**config.mk**
```make
export PLATFORM = sky130hd
export DESIGN_NAME = fifo_param_sync
export DESIGN_NICKNAME = d
export VERILOG_FILES = /design/src/rtl/shared_pkg.sv /design/src/rtl/fifo_mem_2p.sv /design/src/rtl/fifo_param_sync.sv
export SDC_FILE = /design/constraint.sdc
export NUM_CORES = 1
export LEC_CHECK = 0
export ABC_AREA = 1
export ABC_CLOCK_PERIOD_IN_PS = 4000
export CAP_MARGIN = 10
export CORE_MARGIN = 2
export CORE_UTILIZATION = 60
export CTS_CLUSTER_DIAMETER = 120
export DETAILED_ROUTE_END_ITERATION = 12
export DONT_BUFFER_PORTS = 1
export GPL_ROUTABILITY_DRIVEN = 0
export PLACE_DENSITY = 0.79
export SYNTH_ARGS = -nofsm -noshare
export SYNTH_HDL_FRONTEND = slang
export SYNTH_SLANG_ARGS = --single-unit
export TNS_END_PERCENT = 5
```
**constraint.sdc**
```tcl
create_clock -name clk -period 4 [get_ports clk]
set_input_delay 0.6 -clock clk [delete_from_list [all_inputs] [get_ports clk]]
set_output_delay 0.6 -clock clk [all_outputs]
set_load 0.03 [all_outputs]
```
**src/rtl/shared_pkg.sv**
```systemverilog
// Shared constants, count-width helper and status bundle for fifo_param_sync and its bench.
package shared_pkg;

   localparam int DEF_FIFO_WIDTH = 16;
   localparam int DEF_FIFO_DEPTH = 8;

   // Width able to hold every occupancy value 0..depth inclusive.
   function automatic int cnt_width(input int depth);
      return $clog2(depth + 1);
   endfunction

   typedef struct packed {
      logic full;
      logic empty;
      logic almostfull;
      logic almostempty;
      logic overflow;
      logic underflow;
   } fifo_status_t;

endpackage

```
**src/rtl/fifo_mem_2p.sv**
```systemverilog
// Simple dual-port register array: synchronous write, asynchronous read, no reset.
module fifo_mem_2p #(
   parameter int WIDTH = 16,
   parameter int DEPTH = 8,
   parameter int AW    = (DEPTH > 1) ? $clog2(DEPTH) : 1
) (
   input  logic             clk,
   input  logic             we,
   input  logic [AW-1:0]    waddr,
   input  logic [WIDTH-1:0] wdata,
   input  logic [AW-1:0]    raddr,
   output logic [WIDTH-1:0] rdata
);

   logic [WIDTH-1:0] mem [DEPTH];

   always_ff @(posedge clk) begin
      if (we) mem[waddr] <= wdata;
   end

   assign rdata = mem[raddr];

endmodule

```
**src/rtl/fifo_param_sync.sv**
```systemverilog
// Parametrised single-clock FIFO with margins, occupancy, high-water mark and sticky errors.
// Define FIFO_FWFT_EN for first-word-fall-through output; default is 1-cycle registered read.
module fifo_param_sync
   import shared_pkg::*;
#(
   parameter int FIFO_WIDTH = DEF_FIFO_WIDTH,
   parameter int FIFO_DEPTH = DEF_FIFO_DEPTH,
   parameter int AF_MARGIN  = 1,
   parameter int AE_MARGIN  = 1,
   localparam int CW        = cnt_width(FIFO_DEPTH)
) (
   input  logic                  clk,
   input  logic                  rst_n,
   input  logic [FIFO_WIDTH-1:0] data_in,
   input  logic                  wr_en,
   input  logic                  rd_en,
   input  logic                  clr_err,
   output logic [FIFO_WIDTH-1:0] data_out,
   output logic                  wr_ack,
   output logic                  overflow,
   output logic                  underflow,
   output logic                  full,
   output logic                  empty,
   output logic                  almostfull,
   output logic                  almostempty,
   output logic [CW-1:0]         count,
   output logic [CW-1:0]         hwm,
   output logic                  err_ovf_sticky,
   output logic                  err_udf_sticky
);

   localparam int PW = (FIFO_DEPTH > 1) ? $clog2(FIFO_DEPTH) : 1;
   localparam logic [CW-1:0] DEPTH_C = CW'(FIFO_DEPTH);
   localparam logic [CW-1:0] AF_LVL  = CW'(FIFO_DEPTH - AF_MARGIN);
   localparam logic [CW-1:0] AE_LVL  = CW'(AE_MARGIN);
   localparam logic [PW-1:0] LAST    = PW'(FIFO_DEPTH - 1);

   logic [PW-1:0]         wr_ptr, rd_ptr;
   logic [CW-1:0]         count_nxt;
   logic [FIFO_WIDTH-1:0] rdata;
   logic                  wr_acc, rd_acc, ovf_nxt, udf_nxt;
   fifo_status_t          status;

   always_comb begin
      status             = '0;
      status.full        = (count == DEPTH_C);
      status.empty       = (count == '0);
      status.almostfull  = !status.full  && (count >= AF_LVL);
      status.almostempty = !status.empty && (count <= AE_LVL);
      status.overflow    = overflow;
      status.underflow   = underflow;
   end

   assign full        = status.full;
   assign empty       = status.empty;
   assign almostfull  = status.almostfull;
   assign almostempty = status.almostempty;

   // A full FIFO still takes a write when a read frees the head slot on the same edge.
   // An empty FIFO never serves a read, even with a concurrent write, in either build.
   assign wr_acc  = wr_en && (!status.full || rd_en);
   assign rd_acc  = rd_en && !status.empty;
   assign ovf_nxt = wr_en && status.full && !rd_en;
   assign udf_nxt = rd_en && status.empty;

   always_comb begin
      count_nxt = count;
      unique case ({wr_acc, rd_acc})
         2'b10:   count_nxt = count + 1'b1;
         2'b01:   count_nxt = count - 1'b1;
         default: count_nxt = count;
      endcase
   end

   fifo_mem_2p #(.WIDTH(FIFO_WIDTH), .DEPTH(FIFO_DEPTH), .AW(PW)) u_mem (
      .clk   (clk),
      .we    (wr_acc),
      .waddr (wr_ptr),
      .wdata (data_in),
      .raddr (rd_ptr),
      .rdata (rdata)
   );

   always_ff @(posedge clk or negedge rst_n) begin
      if (!rst_n) begin
         wr_ptr         <= '0;
         rd_ptr         <= '0;
         count          <= '0;
         hwm            <= '0;
         wr_ack         <= 1'b0;
         overflow       <= 1'b0;
         underflow      <= 1'b0;
         err_ovf_sticky <= 1'b0;
         err_udf_sticky <= 1'b0;
      end else begin
         if (wr_acc) wr_ptr <= (wr_ptr == LAST) ? '0 : wr_ptr + 1'b1;
         if (rd_acc) rd_ptr <= (rd_ptr == LAST) ? '0 : rd_ptr + 1'b1;
         count          <= count_nxt;
         hwm            <= (clr_err || count_nxt > hwm) ? count_nxt : hwm;
         wr_ack         <= wr_acc;
         overflow       <= ovf_nxt;
         underflow      <= udf_nxt;
         // A fresh error on the clearing edge keeps the bit set.
         err_ovf_sticky <= ovf_nxt || (err_ovf_sticky && !clr_err);
         err_udf_sticky <= udf_nxt || (err_udf_sticky && !clr_err);
      end
   end

`ifdef FIFO_FWFT_EN
   // Head is re-registered every cycle the FIFO holds data, so it lags the head pointer by one cycle.
   always_ff @(posedge clk or negedge rst_n) begin
      if (!rst_n)             data_out <= '0;
      else if (!status.empty) data_out <= rdata;
   end
`else
   always_ff @(posedge clk or negedge rst_n) begin
      if (!rst_n)      data_out <= '0;
      else if (rd_acc) data_out <= rdata;
   end
`endif

endmodule

```
==> impl_metrics.env <==
export IMPL_worst_path_buf_inv=5
export IMPL_max_freq_mhz=280
export IMPL_cts_buffers=17
export IMPL_die_area_um2=12200
export IMPL_syn_avg_cell_area_um2=11.7
export IMPL_reg2reg_depth=21
export IMPL_ys_warnings_count=0
export IMPL_timing_rr_end="hwm[2]"
export IMPL_utilization_pct=67.8
export IMPL_start_util_pct=62.0
export IMPL_worst_setup_path_type="reg2reg"
export IMPL_first_iter_violations=446
export IMPL_cap_violations=0
export IMPL_tritoncts="built"
export IMPL_vdd_drop_max_v=0.000696
export IMPL_crit_top_cell="nand2_1"
export IMPL_reg2reg_slack_ns=0.43
export IMPL_clk_pin_slew_ns=0.06
export IMPL_hold_path_class="in2async"
export IMPL_vias=4328
export IMPL_power_density_nw_per_um2=806
export IMPL_synth_seq_cells=163
export IMPL_syn_instance_count=580
export IMPL_chipWidth_um=111
export IMPL_area_growth_pct=9.26
export IMPL_synth_edf_count=128
export IMPL_nNetsFinal=618
export IMPL_fin_area_um2=7440
export IMPL_wl_um=13900
export IMPL_final_hold_viol_count=0
export IMPL_grt_max_degree=67
export IMPL_crit_required_ns=4.35
export IMPL_hold_ws_ns=0.0124
export IMPL_synth_area_leaders="edfxtp_1 56%, dfrtp_1 13%, nor2_1 6.9%, nand2_1 4.0%, o21ai_0 3.2%"
export IMPL_endpoint_kind="flop"
export IMPL_dp_cells=704
export IMPL_dp_hpwl_um=7920
export IMPL_finalSetupTns_ns=0
export IMPL_placed_area_um2=6860
export IMPL_yosysTopAreaCell="edfxtp_1"
export IMPL_crit_path_max_fanout=10
export IMPL_critPathMaxStageDelay_ns=0.55
export IMPL_grt_pass1_vias=4293
export IMPL_viasPerCell=5.87
export IMPL_crit_arrival_ns=3.92
export IMPL_syn_area_um2=6810
export IMPL_r2r_start="count[0]"
export IMPL_worst_slew_pin_slew_ns=1.06
export IMPL_n_antenna_cell=0
export IMPL_io_buffers=0
export IMPL_cp_num_cells=21
export IMPL_fillers=739
export IMPL_die_y_um=111
export IMPL_ys_types=29
export IMPL_crit_start="count[0]"
export IMPL_slew_limit_headroom_pct=28.9
export IMPL_synth_common_cells="128 x edfxtp_1, 126 x nor2_1, 72 x nand2_1"
export IMPL_seq_area_frac_synth_pct=69.3
export IMPL_htreeDepth=4
export IMPL_worstSkewPairLatency_ns=0.41
export IMPL_period_share_pct=89.2
export IMPL_cts_path_max_buffers=2
export IMPL_first_pass_iters=6
export IMPL_wl_per_cell_um=18.8
export IMPL_maxSlewViolCount=0
export IMPL_io_pins=54
export IMPL_fin_skew_ns=0.00646
export IMPL_leakage_nw=2.83
export IMPL_synthFlopType="edfxtp_1"
export IMPL_post_cts_buffers=0
export IMPL_antenna_found_initial=0
export IMPL_cts_root_buffer_cell="clkbuf_16"
export IMPL_groute_usage_overall_pct=23.5
export IMPL_grt_pass1_wl_um=22000
export IMPL_synth_top_area_share_pct=56.4
export IMPL_setup_violations=0
export IMPL_stdcell_count=737
export IMPL_core_area_um2=11000
export IMPL_drive_gt1_share_pct=9.88
export IMPL_status="completed"
export IMPL_worst_setup_path_start_kind="flop"
export IMPL_synth_fp_nets=614
export IMPL_period_minus_slack_ns=3.57
export IMPL_crit_slowest_cell="dfrtp_1"
export IMPL_synthArstFlopShare_pct=21.5
export IMPL_rsz0062_at_grt="false"
export IMPL_synthMostInstantiatedCell="edfxtp_1"
export IMPL_path_cells="inv_1 > ha_1 > inv_1 > nor3_4 > nand2_2 > nand2_4 > inv_4 > ha_1 > inv_1 > o21ai_0 > o22ai_1 > ha_1 > nand2_1 > nand2_1 > nand2_1 > nand2_1 > nand2_1 > nand2_1 > inv_1 > nand2_1 > nand2_1"
export IMPL_postRouteAntennaNets=0
export IMPL_drc=0
export IMPL_rows=38
export IMPL_grt_ovfl_total=0
export IMPL_clock_sinks=163
export IMPL_cp_top_family="simple AND/OR/NAND/NOR gates"
[layout by cell type (no fill, tap or decap)]
master,n
edfxtp_1,128
nor2_1,126
nand2_1,72
o21ai_0,43
nand3_1,42
dfrtp_1,34
o21ai_1,29
inv_1,25
o211ai_1,17
clkbuf_16,17
ha_1,13
buf_4,11
clkinv_1,6
inv_2,4
nand2_4,3
o21ai_2,3
clkinv_4,3
nor2_4,2
inv_4,2
nand3_2,2
bufinv_16,2
clkinvlp_4,2
clkinv_2,2
nor2_2,1
nor3_4,1
nand2_2,1
o22ai_1,1
nand4_1,1
a21oi_1,1
inv_8,1
buf_12,1
dfrtp_2,1
[worst max-delay path by stage]
stage,end,slack [ns]
floorplan,hwm[3],0.85
global placement,hwm[3],0.64
detailed placement,hwm[2],0.46
CTS,hwm[2],0.43
global route,hwm[0],0.05
finish,hwm[2],0.43
[kinds of logic (layout without fill, tap and decap cells)]
kind of cell	after synthesis	in the layout	synth area share, %
flip-flops	163	163	69.3
AND/OR/NAND/NOR	251	251	15.6
AO/OA/AOI/OAI	94	94	7.71
buffers and inverters	59	76	5.00
adder cells (fa/ha/maj)	13	13	2.39
[stage by stage]
step	setup WS (ns)	total power, mW
global placement	0.638	4.36
global route	0.0459	6.35
floorplan	0.852	4.09
CTS	0.430	6.01
finish	0.432	6.00
detailed placement	0.461	4.44
[metal layers]
metal	track usage, %	wire, µm	vias to the layer above
met5	0	0	-
met2	38.9	6850	227
met1	29.2	5530	2055
met4	10.3	258	0
met3	6.53	1230	25
li1	-	-	2021
[state kept, by name, indices dropped and copies added (netlist names)]
name,flops
data_out,16
wr_ptr,3
hwm,4
u_mem.mem,128
rd_ptr,3
count,4
err_udf_sticky,1
overflow,1
wr_ack,1
err_ovf_sticky,1
underflow,1
[worst reg2reg max path, cell delays in order, from the launching register on]
cell,delay [ns]
dfrtp_1,0.55
inv_1,0.19
ha_1,0.18
inv_1,0.10
nor3_4,0.35
nand2_2,0.15
nand2_4,0.10
inv_4,0.08
ha_1,0.33
inv_1,0.14
o21ai_0,0.12
o22ai_1,0.25
ha_1,0.31
nand2_1,0.07
nand2_1,0.04
nand2_1,0.05
nand2_1,0.04
nand2_1,0.05
nand2_1,0.12
inv_1,0.13
nand2_1,0.07
nand2_1,0.08
[layout make-up]
| cell class | count | area, µm² | area share (%) |
|---|---|---|---|
| sequential | 163 | 4720 | 63.4 |
| multi-input combinational | 358 | 1750 | 23.6 |
| tap | 140 | 175 | 2.35 |
| timing repair buffer | 12 | 103 | 1.38 |
| inverter | 32 | 125 | 1.68 |
| clock inverter | 15 | 141 | 1.90 |
| clock buffer | 17 | 425 | 5.72 |
[where the power goes]
part           leakage [nW]  total [mW]  switching, mW  internal, mW
Combinational         0.968        1.76           1.22         0.547
Clock                 0.272        1.53          0.624         0.911
Sequential             1.59        2.70          0.520          2.18
Total                  2.83        6.00           2.36          3.64
[what timing repair did]
action                                  4_1_cts  5_1_grt
endpoints found under the setup margin        0        0
gates resized for setup                       0        0
hold buffers                                  1        0
endpoints found under the hold margin        35        0
(Power assumes the default switching activity.)
